<file path="config.mk">
export PLATFORM = sky130hd
export DESIGN_NAME = uart_rx_flat
export DESIGN_NICKNAME = d
export VERILOG_FILES = /design/src/rtl/uart_rx_if.sv /design/src/rtl/uart_rx.sv /design/src/flat_wrapper.sv
export SDC_FILE = /design/constraint.sdc
export NUM_CORES = 1
export LEC_CHECK = 0
export CORE_MARGIN = 8
export CORE_UTILIZATION = 45
export DETAILED_ROUTE_END_ITERATION = 7
export MAX_ROUTING_LAYER = met4
export PLACE_DENSITY = 0.66
export SLEW_MARGIN = 5
export SYNTH_ARGS = -nofsm -noshare
export SYNTH_HDL_FRONTEND = slang
export SYNTH_SLANG_ARGS = --single-unit
</file>
<file path="constraint.sdc">
create_clock -name clk -period 2.22 [get_ports clk]
set_input_delay 0.444 -clock clk [delete_from_list [all_inputs] [get_ports clk]]
set_output_delay 0.444 -clock clk [all_outputs]
set_load 0.005 [all_outputs]
</file>
<file path="src/rtl/uart_rx_if.sv">
// Signal bundle between a UART receiver and its consumer: serial line and baud divider in,
// received word plus frame status out.
interface uart_rx_if #(
  parameter int unsigned DBITS = 3
);
  logic             rx;
  logic [15:0]      br_div;
  logic [DBITS-1:0] dout;
  logic             parity_o;
  logic             rx_done;
  logic             parity_err;
  logic             frame_err;

  modport master (
    output rx,
    output br_div,
    input  dout,
    input  parity_o,
    input  rx_done,
    input  parity_err,
    input  frame_err
  );

  modport slave (
    input  rx,
    input  br_div,
    output dout,
    output parity_o,
    output rx_done,
    output parity_err,
    output frame_err
  );
endinterface

</file>
<file path="src/rtl/uart_rx.sv">
// Oversampling UART receiver: start bit, DBITS data bits LSB-first, one even-parity bit and
// one stop bit. Results are published together with a single-cycle rx_done pulse.
module uart_rx #(
  parameter int unsigned DBITS = 3,
  parameter int unsigned OVS   = 16
) (
  input  logic     clk,
  input  logic     rst,
  uart_rx_if.slave bus
);

  localparam int unsigned TW = (OVS > 1) ? $clog2(OVS) : 1;
  localparam int unsigned BW = (DBITS > 1) ? $clog2(DBITS) : 1;

  localparam logic [TW-1:0] HalfLast = TW'(OVS / 2 - 1);
  localparam logic [TW-1:0] BitLast  = TW'(OVS - 1);
  localparam logic [BW-1:0] DataLast = BW'(DBITS - 1);

  typedef enum logic [2:0] {StIdle, StStart, StData, StParity, StStop} state_e;

  logic rx_meta_q, rx_sync_q;

  logic [15:0] div_cnt_q, div_cnt_d;
  logic        tick_q, tick_d;

  state_e           state_q, state_d;
  logic [TW-1:0]    tick_cnt_q, tick_cnt_d;
  logic [BW-1:0]    bit_cnt_q, bit_cnt_d;
  logic [DBITS-1:0] shift_q, shift_d;
  logic             par_bit_q, par_bit_d;
  logic             frame_end;

  logic [DBITS-1:0] dout_q;
  logic             parity_q, rx_done_q, parity_err_q, frame_err_q;

  // Two-flop synchronizer; idles high so reset never looks like a start bit.
  always_ff @(posedge clk or negedge rst) begin
    if (!rst) begin
      rx_meta_q <= 1'b1;
      rx_sync_q <= 1'b1;
    end else begin
      rx_meta_q <= bus.rx;
      rx_sync_q <= rx_meta_q;
    end
  end

  // Free-running oversample tick; >= keeps it alive if br_div drops below the count.
  always_comb begin
    tick_d    = 1'b0;
    div_cnt_d = div_cnt_q + 16'd1;
    if (div_cnt_q >= bus.br_div) begin
      tick_d    = 1'b1;
      div_cnt_d = 16'd0;
    end
  end

  always_ff @(posedge clk or negedge rst) begin
    if (!rst) begin
      div_cnt_q <= 16'd0;
      tick_q    <= 1'b0;
    end else begin
      div_cnt_q <= div_cnt_d;
      tick_q    <= tick_d;
    end
  end

  always_comb begin
    state_d    = state_q;
    tick_cnt_d = tick_cnt_q;
    bit_cnt_d  = bit_cnt_q;
    shift_d    = shift_q;
    par_bit_d  = par_bit_q;
    frame_end  = 1'b0;
    unique case (state_q)
      StIdle: begin
        if (!rx_sync_q) begin
          state_d    = StStart;
          tick_cnt_d = '0;
          bit_cnt_d  = '0;
        end
      end
      StStart: begin
        if (tick_q) begin
          if (tick_cnt_q == HalfLast) begin
            // Line back high at mid start bit means a glitch, not a frame.
            state_d    = rx_sync_q ? StIdle : StData;
            tick_cnt_d = '0;
            bit_cnt_d  = '0;
          end else begin
            tick_cnt_d = tick_cnt_q + TW'(1);
          end
        end
      end
      StData: begin
        if (tick_q) begin
          if (tick_cnt_q == BitLast) begin
            shift_d    = {rx_sync_q, shift_q[DBITS-1:1]};
            tick_cnt_d = '0;
            if (bit_cnt_q == DataLast) begin
              state_d   = StParity;
              bit_cnt_d = '0;
            end else begin
              bit_cnt_d = bit_cnt_q + BW'(1);
            end
          end else begin
            tick_cnt_d = tick_cnt_q + TW'(1);
          end
        end
      end
      StParity: begin
        if (tick_q) begin
          if (tick_cnt_q == BitLast) begin
            par_bit_d  = rx_sync_q;
            state_d    = StStop;
            tick_cnt_d = '0;
            bit_cnt_d  = '0;
          end else begin
            tick_cnt_d = tick_cnt_q + TW'(1);
          end
        end
      end
      StStop: begin
        if (tick_q) begin
          if (tick_cnt_q == BitLast) begin
            frame_end  = 1'b1;
            state_d    = StIdle;
            tick_cnt_d = '0;
            bit_cnt_d  = '0;
          end else begin
            tick_cnt_d = tick_cnt_q + TW'(1);
          end
        end
      end
      default: state_d = StIdle;
    endcase
  end

  always_ff @(posedge clk or negedge rst) begin
    if (!rst) begin
      state_q    <= StIdle;
      tick_cnt_q <= '0;
      bit_cnt_q  <= '0;
      shift_q    <= '0;
      par_bit_q  <= 1'b0;
    end else begin
      state_q    <= state_d;
      tick_cnt_q <= tick_cnt_d;
      bit_cnt_q  <= bit_cnt_d;
      shift_q    <= shift_d;
      par_bit_q  <= par_bit_d;
    end
  end

  // Stop bit is taken straight from the line on the exiting tick; all results land together.
  always_ff @(posedge clk or negedge rst) begin
    if (!rst) begin
      dout_q       <= '0;
      parity_q     <= 1'b0;
      rx_done_q    <= 1'b0;
      parity_err_q <= 1'b0;
      frame_err_q  <= 1'b0;
    end else begin
      rx_done_q <= frame_end;
      if (frame_end) begin
        dout_q       <= shift_q;
        parity_q     <= par_bit_q;
        parity_err_q <= (^shift_q) ^ par_bit_q;
        frame_err_q  <= ~rx_sync_q;
      end
    end
  end

  assign bus.dout       = dout_q;
  assign bus.parity_o   = parity_q;
  assign bus.rx_done    = rx_done_q;
  assign bus.parity_err = parity_err_q;
  assign bus.frame_err  = frame_err_q;

endmodule

</file>
<file path="src/flat_wrapper.sv">
// flat-port wrapper written by rule: the top's interface ports become plain ports
module uart_rx_flat 
#(
  parameter int unsigned DBITS = 3,
  parameter int unsigned OVS   = 16
)
  (clk, rst, bus_rx, bus_br_div, bus_dout, bus_parity_o, bus_rx_done, bus_parity_err, bus_frame_err);
  uart_rx_if #(.DBITS(DBITS)) bus_i ();
  input  logic clk;
  input  logic rst;
  input wire logic [$bits(bus_i.rx)-1:0] bus_rx;
  input wire logic [$bits(bus_i.br_div)-1:0] bus_br_div;
  output wire logic [$bits(bus_i.dout)-1:0] bus_dout;
  output wire logic [$bits(bus_i.parity_o)-1:0] bus_parity_o;
  output wire logic [$bits(bus_i.rx_done)-1:0] bus_rx_done;
  output wire logic [$bits(bus_i.parity_err)-1:0] bus_parity_err;
  output wire logic [$bits(bus_i.frame_err)-1:0] bus_frame_err;
  assign bus_i.rx = bus_rx;
  assign bus_i.br_div = bus_br_div;
  assign bus_dout = bus_i.dout;
  assign bus_parity_o = bus_i.parity_o;
  assign bus_rx_done = bus_i.rx_done;
  assign bus_parity_err = bus_i.parity_err;
  assign bus_frame_err = bus_i.frame_err;
  uart_rx #(.DBITS(DBITS), .OVS(OVS)) u_core (.clk(clk), .rst(rst), .bus(bus_i));
endmodule
</file>
# [After elaboration in Yosys (flattened, before gate mapping)]
# Index checks and enable logic that the tools add are counted.
[word_totals] elab_cells=83 ff_bits=39 in_bits=19 out_inout_bits=7
[classes] n_mux=32 eq_ne=20 bitwise=2 reduce_logical=11 n_addsub=3 n_lt_le_gt_ge=1
[op_table] operator="3-bit 2-to-1 mux" n=10
[op_table] operator="2-bit by 1-bit inequality test with 1-bit output, second input constant" n=12
[op_table] operator="4-bit 2-to-1 mux" n=5
[op_table] operator="2-bit 2-to-1 mux" n=9
[op_table] operator="16-bit by 1-bit adder with 16-bit output, second input constant" n=1
[op_table] operator="16-bit greater-or-equal comparator" n=1
[op_table] operator="16-bit 2-to-1 mux" n=1
[op_table] operator="3-bit case mux with 5 select lines" n=1
[op_table] operator="4-bit case mux with 3 select lines" n=1
[op_table] operator="10-bit AND reduction" n=1
[op_table] operator="2-bit case mux with 4 select lines" n=1
[op_table] operator="8-bit AND reduction" n=1
[op_table] operator="3-bit by 2-bit equality test with 1-bit output, second input constant" n=2
[op_table] operator="3-bit AND reduction" n=2
[op_table] operator="4-bit by 1-bit adder with 4-bit output, second input constant" n=1
[op_table] operator="4-bit by 3-bit equality test with 1-bit output, second input constant" n=1
[op_table] operator="4-bit equality test, second input constant" n=1
[op_table] operator="1-bit 2-to-1 mux" n=4
[op_table] operator="4-bit AND reduction" n=1
[op_table] operator="4-bit nonzero test" n=1
[op_table] operator="3-bit by 1-bit equality test with 1-bit output, second input constant" n=1
[op_table] operator="3-bit equality test, second input constant" n=1
[op_table] operator="3-bit logical NOT" n=1
[op_table] operator="3-bit nonzero test" n=1
[op_table] operator="other kinds (8)" n=8

# [Longest topological paths before layout]
[logic_depth] word_depth=5 depth_mapped=7 mapped_depth_nobuf=6

# [Worst setup path after synthesis]
# No wires, ideal clock.
[synth_timing] kind="input to register" from="in bus_br_div[15]" to="reg u_core.div_cnt_q[10]" t_arrival_ps=1911 cell_stages=7 path_slack_ps=173 required_time_ps=2084 n_path_buf=1 setup_time_ps=136 cell_sequence="inv_1 > ha_1 > nand4_1 > or3_1 > o32ai_4 > buf_6 > nor3_1"
[synth_between] elab_chain_cells=2
[synth_lines] item="start, declared" line_no="flat_wrapper.sv:12" source="input wire logic [$bits(bus_i.br_div)-1:0] bus_br_div;"
[synth_lines] item="16-bit greater-or-equal comparator" line_no="uart_rx.sv:51" source="if (div_cnt_q >= bus.br_div) begin"
[synth_lines] item="16-bit 2-to-1 mux" line_no="uart_rx.sv:51"
[synth_lines] item="net u_core.div_cnt_d[10]" line_no="uart_rx.sv:23" source="logic [15:0] div_cnt_q, div_cnt_d;"
[synth_lines] item="end signal, assigned" line_no="uart_rx.sv:62" source="div_cnt_q <= div_cnt_d;"
[synth_lines] item="end, declared" line_no="uart_rx.sv:23"
# The timed path passes the listed nets, and every way through them passes these cells.
# A chain may end at the register's enable or synchronous reset.

# [Final worst setup path]
[layout_timing] from="in bus_br_div[8]" to="reg u_core.div_cnt_q[11]"
# The elaborated chain is that of the path after synthesis.

==> flow_metrics.tcl <==
set metrics [dict create \
    wl_met2_um 2440 \
    slowest_stage "clkdlybuf4s50_1" \
    coreArea_um2 5010 \
    routed_wl_um 4740 \
    powerDensity_nw_per_um2 583 \
    worstReg2RegStart "u_core.div_cnt_q[9]" \
    hp-class "in2async" \
    chipWidth_um 87.5 \
    combPwrFrac_pct 24.1 \
    fillers 485 \
    async_flop_share_pct 100 \
    yosys_warnings 0 \
    path_class "in2reg" \
    drtIter0Drc 82 \
    gp_congestion 0.827 \
    clockPowerShare_pct 27.0 \
    worstPathArrival_ns 2.34 \
    wire_per_inst_um 13.9 \
    rows 26 \
    cp_data_required_time_ns 2.39 \
    grt_overflow 0 \
    netlist_area_um2 2300 \
    worst-path-max-fanout 6 \
    cp.buffers_inverters 3 \
    layoutNonFillerInstCount 342 \
    ir_drop_v 0.000547 \
    grt_setup_unrepaired "false" \
    antenna_left 0 \
    critPathTopFamily "buffers and inverters" \
    die_area_um2 7660 \
    ys_seq_area_share_pct 42.5 \
    dieHeight_um 87.5 \
    synthCells 230 \
    wl_met3_um 197 \
    vias_per_cell 5.35 \
    cp_cell_sequence "clkdlybuf4s50_1 > inv_1 > ha_1 > nand4_1 > or3_4 > o32ai_4 > buf_6 > nor3_1" \
    relSlewSlack_pct 61.1 \
    power_frac_seq_pct 48.9 \
    dp_cells 332 \
    holdWs_ns 0.148 \
    synth_edf_count 0 \
    numCtsBuffers 5 \
    netlist-cell-type-count 48 \
    dr.pass1.iters 4 \
    outcome "finished clean" \
    internal_power_uw 1220 \
    p_leak_uw 0.00137 \
    grt_pass1_vias 1781 \
    cp-end-kind "flop" \
    fmax_mhz 461 \
    tritoncts "built" \
    root_buffer "clkbuf_8" \
    grt_pass1_wl_um 8120 \
    period_needed_ns 2.17 \
    htreeDepth 2 \
    ys_ff_latch 39 \
    portBuffers 25 \
    start_util_pct 46.0 \
    start_kind "input pin" \
    power_switching_share_pct 30.0 \
    setup_viol_count_final 0 \
    slowest_delay_ns 0.45 \
    tightestPinTransition_ns 0.584 \
    drive_gt1_share_pct 22.1 \
    vias 1830 \
    antenna_found_initial 0 \
    grt_max_degree 28 \
    clk_path_buf_depth 2 \
    switching_power_uw 523 \
    diodes 0 \
    cp-startpoint "bus_br_div[8]" \
    grt_usage_pct 13.5 \
    io_pins 26 \
    syn2layout_area_growth_pct 29.8 \
    clk_pin_slew_worst_paths_ns 0.08 \
    cts_sinks 39 \
    hold_violations 0 \
    ys.flop_type "dfrtp_1" \
    hpwlAfterDp_um 3480 \
    synth_area_per_cell_um2 10.0 \
    placed_area_um2 2710 \
    syn_nets 267 \
    report.final.slew_viol_count 0 \
    m1WireLength_um 2090 \
    clock_skew_ns 0.0113 \
    fin_area_um2 2990 \
    nets 308 \
    drc_errors 0 \
    timing.final.crit_share_pct 97.7 \
    drv_cap 0 \
    top_layer "met4" \
    worstSkewPairLatency_ns 0.29 \
]
power groups by stage:
stage                     combinational [uW]  clock [uW]  sequential, uW
final                                    419         470             853
after global routing                     471         524             861
after CTS                                384         491             843
after detailed placement                 384           0             855
after global placement                   373           0             856
after floorplan                          191           0             848
metal layers:
| layer | GRT usage [%] | vias up |
|---|---|---|
| li1 | - | 915 |
| met5 | - | - |
| met3 | 2.91 | 2 |
| met2 | 22.5 | 40 |
| met4 | 3.28 | 0 |
| met1 | 16.3 | 873 |
final timing paths:
path	cells past startpoint	slack, ns	endpoint
worst min register to register	0	0.36	u_core.rx_sync_q
worst max-delay path	8	0.05	u_core.div_cnt_q[11]
max in group asynchronous	2	1.53	u_core.div_cnt_q[14]
worst min-delay path	1	0.15	u_core.bus.dout[0]
worst max register to register	6	0.18	u_core.div_cnt_q[11]
min in group clk	0	0.36	u_core.rx_sync_q
timing repair:
action,CTS,global route
hold buffers,0,0
gates cloned,0,0
gates resized for setup,0,35
setup endpoints to repair,15,15
setup buffers,0,2
pin swaps,1,10
through the flow:
stage	setup slack (ns)	TNS, ns	power (uW)	utilization (%)
6_report	0.0513	0	1740	59.7
3_5_place_dp	-0.393	-6.13	1240	54.0
5_1_grt	0.00887	0	1860	59.7
2_1_floorplan	0.173	0	1040	-
3_3_place_gp	-0.319	-4.96	1230	54.0
4_1_cts	-0.00519	-0.00623	1720	55.8
Yosys cell counts, types with 3 or more instances:
library cell,number,area share (%)
nand2_1,9,1.5
nor2b_1,4,1.1
xor2_1,11,4.2
inv_1,21,3.4
nand4_1,11,3.0
nor2_1,10,1.6
or3_1,3,0.81
nand2b_1,4,1.1
nand3_1,8,1.7
mux2_1,4,2.0
ha_1,18,9.8
clkbuf_1,5,0.81
dfrtp_1,37,40
mux2_2,5,2.4
xnor2_1,4,1.5
a21oi_1,8,1.7
and4_1,5,1.9
nor3_1,18,3.9
o21ai_0,6,1.3
logic make-up after synthesis:
logic type | count (synthesis) | share of synthesized area, %
simple gates | 85 | 20.8
fa+ha+maj | 18 | 9.78
mux | 10 | 4.83
flops | 39 | 42.5
buf+inv | 29 | 5.27
compound gates | 34 | 11.2
xor+xnor | 15 | 5.70
placed cells by master, fill, tap and decap left out, types with 3 or more instances in the layout:
| master | n |
|---|---|
| buf_4 | 14 |
| inv_1 | 11 |
| nor2b_1 | 4 |
| nand2b_1 | 4 |
| nand3_1 | 8 |
| dfrtp_1 | 37 |
| ha_1 | 8 |
| and4_1 | 5 |
| mux2_2 | 5 |
| a21oi_1 | 8 |
| o21ai_0 | 6 |
| xnor2_1 | 4 |
| inv_2 | 10 |
| nor3_1 | 18 |
| clkbuf_8 | 5 |
| clkdlybuf4s50_1 | 14 |
| nand2_1 | 9 |
| dlymetal6s2s_1 | 10 |
| xor2_1 | 11 |
| mux2_1 | 4 |
| buf_6 | 3 |
| nand4_1 | 11 |
| nor2_1 | 10 |
| ha_4 | 10 |
final cells by class:
cell class | count | area [um^2] | area share (%)
Clock buffer | 5 | 68.8 | 2.30
Clock inverter | 3 | 20.0 | 0.670
Inverter | 21 | 78.8 | 2.64
Multi-Input combinational cell | 162 | 1350 | 45.0
Sequential cell | 39 | 978 | 32.7
Tap cell | 70 | 87.6 | 2.93
Timing Repair Buffer | 42 | 409 | 13.7
sequential cells by signal, summed over array words and instances, names as in the netlist:
| signal | flops |
|---|---|
| u_core.bus.rx_done | 1 |
| u_core.par_bit_q | 1 |
| u_core.bus.parity_err | 1 |
| u_core.bit_cnt_q | 2 |
| u_core.bus.parity_o | 1 |
| u_core.bus.dout | 3 |
| u_core.rx_meta_q | 1 |
| u_core.tick_q | 1 |
| u_core.bus.frame_err | 1 |
| u_core.state_q | 3 |
| u_core.shift_q | 3 |
| u_core.tick_cnt_q | 4 |
| u_core.div_cnt_q | 16 |
| u_core.rx_sync_q | 1 |
Power figures use the tool's default switching activity.
==> patch 1: new RTL, same flow settings <==
`DBITS` is set to 3 in 3 places; all go to 6.
--- a/src/rtl/uart_rx_if.sv
+++ b/src/rtl/uart_rx_if.sv
@@ -3,3 +3,3 @@
 interface uart_rx_if #(
-  parameter int unsigned DBITS = 3
+  parameter int unsigned DBITS = 6
 );
--- a/src/rtl/uart_rx.sv
+++ b/src/rtl/uart_rx.sv
@@ -3,3 +3,3 @@
 module uart_rx #(
-  parameter int unsigned DBITS = 3,
+  parameter int unsigned DBITS = 6,
   parameter int unsigned OVS   = 16
--- a/src/flat_wrapper.sv
+++ b/src/flat_wrapper.sv
@@ -3,3 +3,3 @@
 #(
-  parameter int unsigned DBITS = 3,
+  parameter int unsigned DBITS = 6,
   parameter int unsigned OVS   = 16
Interface: changed (resized bus_dout); port bits go from 26 to 29. The function was not compared with the original's and may differ.
==> patch 1 against the original RTL <==
  * Critical path type unchanged
  * Power grew 13%
  * Via count grew 5.9%
  * Count of clock-buffer cells in the layout grew 1
  * Routed wire length grew 7.5%
  * Synthesized cell count grew 13%
  * Area after synthesis grew 11%
  * Non-clock buffer count shrank 2
  * Final area grew 11%
  * Worst setup slack lost 0.042 ns
  * Largest cell class unchanged
  * Global-route usage shrank 1.5 points
  * Sequential cell count grew 7
  * Worst hold slack lost 0.13 ns
==> patch 1: results (changes against the original RTL) <==
Setup path
  – WP data arrival: 2.44 ns (+0.10 ns)
  – CP Max Fanout: 8 (+2)
  – Largest delay contributor family on the critical path: simple AND/OR/NAND/NOR gates
  – Crit path largest cell delay: 0.61 ns (+0.16 ns)
  – Slowest cell on crit path: or4b_4

Timing
  – Slew Limit Headroom: 59.8% (-1.2 points)
  – Clk_skew: 0.0100 ns (-0.00132 ns)
  – Final setup viols: 0 (unchanged)

Clocking
  – CTS resizes: 3 (+3)
  – Root Buffer: clkbuf_8
  – Cts bufs inserted: 5 (unchanged)
  – Post-CTS Repair Setup Buffers: 0 (unchanged)
  – Clk Latency, worst-skew pair: 0.29 ns (about the same)
  – Clock transition at the registers of the reported paths: 0.08 ns (about the same)

Route
  – Top Metal Used: met4
  – Vias/cell: 5.22 (-2.4%)
  – DRT iter0 DRCs: 66 (-20%)
  – Wire per inst: 13.7 um (-0.92%)
  – Met3 WL: 224 um (+14%)
  – Routed via count: 1,938 (+5.9%)
  – Met1 wire length: 2.24 mm (+7.3%)
  – DR WL met2: 2.58 mm (+5.7%)

GRT
  – GR Util met2: 18.9% (-3.6 points)
  – Vias in the first global route: 1,815 (+1.9%)
  – GRT Overall Usage: 12.1% (-1.5 points)
  – Met1 usage: 14.4% (-1.9 points)
  – GRT met3 Usage: 3.37% (+0.47 points)
  – Largest net degree at the start of global routing: 19 (-32%)
  – First-pass GRT wire length: 8.18 mm (+0.68%)

Place
  – Post-Place Worst Slack: -0.370 ns (+0.0237 ns)
  – Dpl cells: 361 (+8.7%)
  – IO buf count: 28 (+12%)
  – GP Congestion: 0.838 (+1.4%)
  – Final HPWL DP: 3.53 mm (+1.4%)

Job
  – Max Cap Violations: 0 (unchanged)

Synth
  – Synth Net Count: 296 (+11%)
  – Register area share after synthesis: 45.2% (+2.7 points)
  – Synth area leaders: dfrtp_1 43%, ha_1 8.8%, xnor2_1 4.5%
  – Syn_area_per_cell: 9.86 um2 (-1.6%)
  – Synth cell types: 40 (-17%)
  – Commonest cells in the netlist: 44 x dfrtp_1, 30 x nand2_1, 25 x inv_1

Power and ir drop
  – Internal power: 0.00144 W (+18%)
  – Worst VDD drop: 0.336 mV (-38%)
  – Logic power comb: 0.000344 W (-18%)
  – Leak: 1.58 nW (+15%)
  – Clock group: 0.000624 W (+33%)
  – Power Density: 593 mW/mm2 (+1.7%)

Finish
  – Total Nets Final: 336 (+9.1%)
  – Layout cell share with drive strength beyond 1: 22.4% (+0.35 points)
  – Register with the highest flop count: u_core.div_cnt_q
  – Ant. Diodes: 0 (unchanged)
  – Max FFs per register: 16 (unchanged)

Run status
  – Status: finished clean
==> patch 1: cell types whose count changed in the layout (fill, tap and decap cells not counted), sizes merged, moves of 5 or more <==
cell / change
xnor2: +9
nand2: +20
nor3: -14
nor2: +16
dfrtp: +7
nand3: +6
and4: -5
buf: -7
==> patch 1: logic make-up (layout without fill, tap and decap cells) <==
group | count (synthesis) | count (layout) | share of synthesized area [%]
AO/OA/AOI/OAI | 30 | 30 | 7.21
XOR/XNOR | 22 | 22 | 7.55
adder cells (fa/ha/maj) | 18 | 18 | 8.82
buffers and inverters | 32 | 72 | 5.74
flip-flops | 46 | 46 | 45.2
multiplexers | 10 | 10 | 4.31
AND/OR/NAND/NOR | 101 | 101 | 21.2
==> patch 1: final cells by class <==
type | instances | area, um2
clock inverter | 1 | 30.0
timing repair buffer | 40 | 435
sequential | 46 | 1150
multi-input combinational | 181 | 1420
clock buffer | 6 | 82.6
fill | 459 | 2200
inverter | 25 | 93.8
tap | 72 | 90.1
==> patch 1: stage by stage <==
stage               instance area (um2)  TNS [ns]  utilization (%)  hold slack, ns
global route                       3310    -0.255             60.1          0.0221
floorplan                          2550         0                -           0.148
finish                             3310         0             60.1          0.0138
global placement                   2950     -6.08             53.5           0.343
detailed placement                 2950     -6.02             53.5           0.344
CTS                                3080         0             55.9          0.0195
==> patch 1: worst paths after layout <==
kind                                     start                    end  slack (ns)  cells after the start
max                              bus_br_div[2]   u_core.div_cnt_q[11]       0.009                      8
min                                        rst  u_core.bus.parity_err        0.01                      1
max reg2reg                u_core.div_cnt_q[9]   u_core.div_cnt_q[11]        0.15                      7
min reg2reg                   u_core.rx_meta_q       u_core.rx_sync_q        0.36                      0
max in group asynchronous                  rst       u_core.rx_sync_q        1.60                      2
min in group clk              u_core.rx_meta_q       u_core.rx_sync_q        0.36                      0
==> patch 2: new RTL, same flow settings <==
Made on the original files. Re-encode `state_e` (5 states) as one-hot, 5 bits wide.
--- a/src/rtl/uart_rx.sv
+++ b/src/rtl/uart_rx.sv
@@ -18,3 +18,3 @@
 
-  typedef enum logic [2:0] {StIdle, StStart, StData, StParity, StStop} state_e;
+  typedef enum logic [4:0] {StIdle = 5'b00001, StStart = 5'b00010, StData = 5'b00100, StParity = 5'b01000, StStop = 5'b10000} state_e;
 
Formal check against the unedited RTL: same outputs for any inputs over 10 cycles, from zero or initial values and one cycle with rst low; not proved beyond that.
==> patch 2 against the original RTL <==
  * The flow now finishes with violations (negative setup slack)
  * Area after synthesis up 9.2%
  * Routed wire length up 9.8%
  * Core utilization down 3.9 points
  * Sequential cell count up 2
  * Worst setup slack worse by 0.081 ns
  * Final area up 1.4%
  * Fmax down 3.6%
  * Critical path type unchanged
  * Largest cell class unchanged
Power is not compared: it rests on default switching activity, and its combinational part moved more than twofold at a synthesized area within 25%.
==> patch 2: results (changes against the original RTL) <==
Synth
  – Synth cell types: 54 (+13%)
  – Synth Area in Adders: 8.95% (-0.83 points)
  – Seq cells post-synth: 41 (+5.1%)
  – Largest family of logic cells by synthesized area: compound AO/OA/AOI/OAI gates
  – Synth area leaders: dfrtp_1 38%, ha_1 9.0%, a211oi_1 4.8%
  – Mux cell area share after synthesis: 4.82% (-0.011 points)
  – Synth Net Count: 283 (+6.0%)
  – Post-synthesis compound-gate area fraction: 18.3% (+7.1 points)
  – Commonest cells in the netlist: 38 x dfrtp_1, 20 x inv_1, 18 x ha_1
  – XOR/XNOR Fraction of Synth Area: 6.96% (+1.3 points)
  – Syn_area_per_cell: 10.2 um2 (+2.1%)

Place
  – Placed Area: 0.00288 mm2 (+6.5%)
  – Dpl cells: 345 (+3.9%)
  – GP Congestion: 0.838 (+1.3%)
  – Final HPWL DP: 3.76 mm (+7.9%)
  – Post-Place Worst Slack: -0.253 ns (+0.141 ns)

Setup path
  – WP data arrival: 2.46 ns (+0.12 ns)
  – CP Launch Point: bus_br_div[5]
  – CP Max Fanout: 8 (+2)

Finish
  – Multi-input combinational area share: 46.7% (+1.6 points)
  – Non-CTS buffers: 34 (-19%)
  – Non-clock buffer share of cell area: 10.7% (-3.0 points)
  – Clock buf/inv share: 3.18% (+0.21 points)
  – Clock buf count: 6 (+1)
  – Inverter count: 20 (-4.8%)
  – Syn-to-layout area delta: 20.4%
  – Total Nets Final: 318 (+3.2%)
  – Fill count: 494 (+1.9%)
  – Multi-In Gates: 179 (+10%)
  – Layout cell share with drive strength beyond 1: 18.8% (-3.3 points)
  – Sequential Area: 0.00103 mm2 (+5.2%)

Run status
  – Status: finished, violations left
  – Violated checks: negative setup slack

Route
  – Total Routed Length: 5.21 mm (+9.8%)
  – Vias/cell: 5.42 (+1.3%)
  – Met3 WL: 118 um (-40%)
  – Met1 wire length: 2.42 mm (+16%)
  – DR WL met2: 2.60 mm (+6.5%)
  – DRT iter0 DRCs: 84 (+2.4%)
  – Wire per inst: 14.7 um (+6.1%)

GRT
  – GRT Overall Usage: 13.3% (-0.24 points)
  – Vias in the first global route: 1,919 (+7.7%)
  – Largest net degree at the start of global routing: 42 (+50%)

Timing
  – Final setup viols: 6 (+6)
  – Setup TNS: -0.109 ns (-0.109 ns)
  – Worst-margin pin slew: 0.620 ns (+0.0360 ns)
  – Clk_skew: 0.00592 ns (-0.00540 ns)
  – Final worst setup slack: -0.0299 ns (-0.0811 ns)

Die
  – Total core area: 0.00544 mm2 (+8.6%)

Clocking
  – CTS resizes: 0 (unchanged)

Power and ir drop
  – Final Power: 0.00242 W
patch 2: cell count changes after synthesis, moves of 4 or more:
cell / before / now
a211oi_1: 2 / 16
a21o_1: 1 / 7
clkbuf_1: 5 / 1
nand4_1: 11 / 5
nor2_1: 10 / 14
nor3_1: 18 / 4
xnor2_1: 4 / 9
patch 2: final timing paths:
path                       slack (ns)              endpoint  cells past startpoint
setup / recovery                -0.03  u_core.div_cnt_q[11]                      8
hold / removal                   0.20  u_core.tick_cnt_q[0]                      2
setup reg to reg                 0.17  u_core.div_cnt_q[11]                      6
hold reg to reg                  0.37      u_core.rx_sync_q                      0
max in group asynchronous        1.65      u_core.rx_meta_q                      2
min in group clk                 0.37      u_core.rx_sync_q                      0
patch 2: critical path, stage by stage:
cell and delay [ns]:
clkdlybuf4s50_1 0.45, inv_1 0.04, ha_1 0.30, a21o_1 0.16
a21o_1 0.21, a211oi_4 0.35, o21ai_2 0.22, a211oi_1 0.28
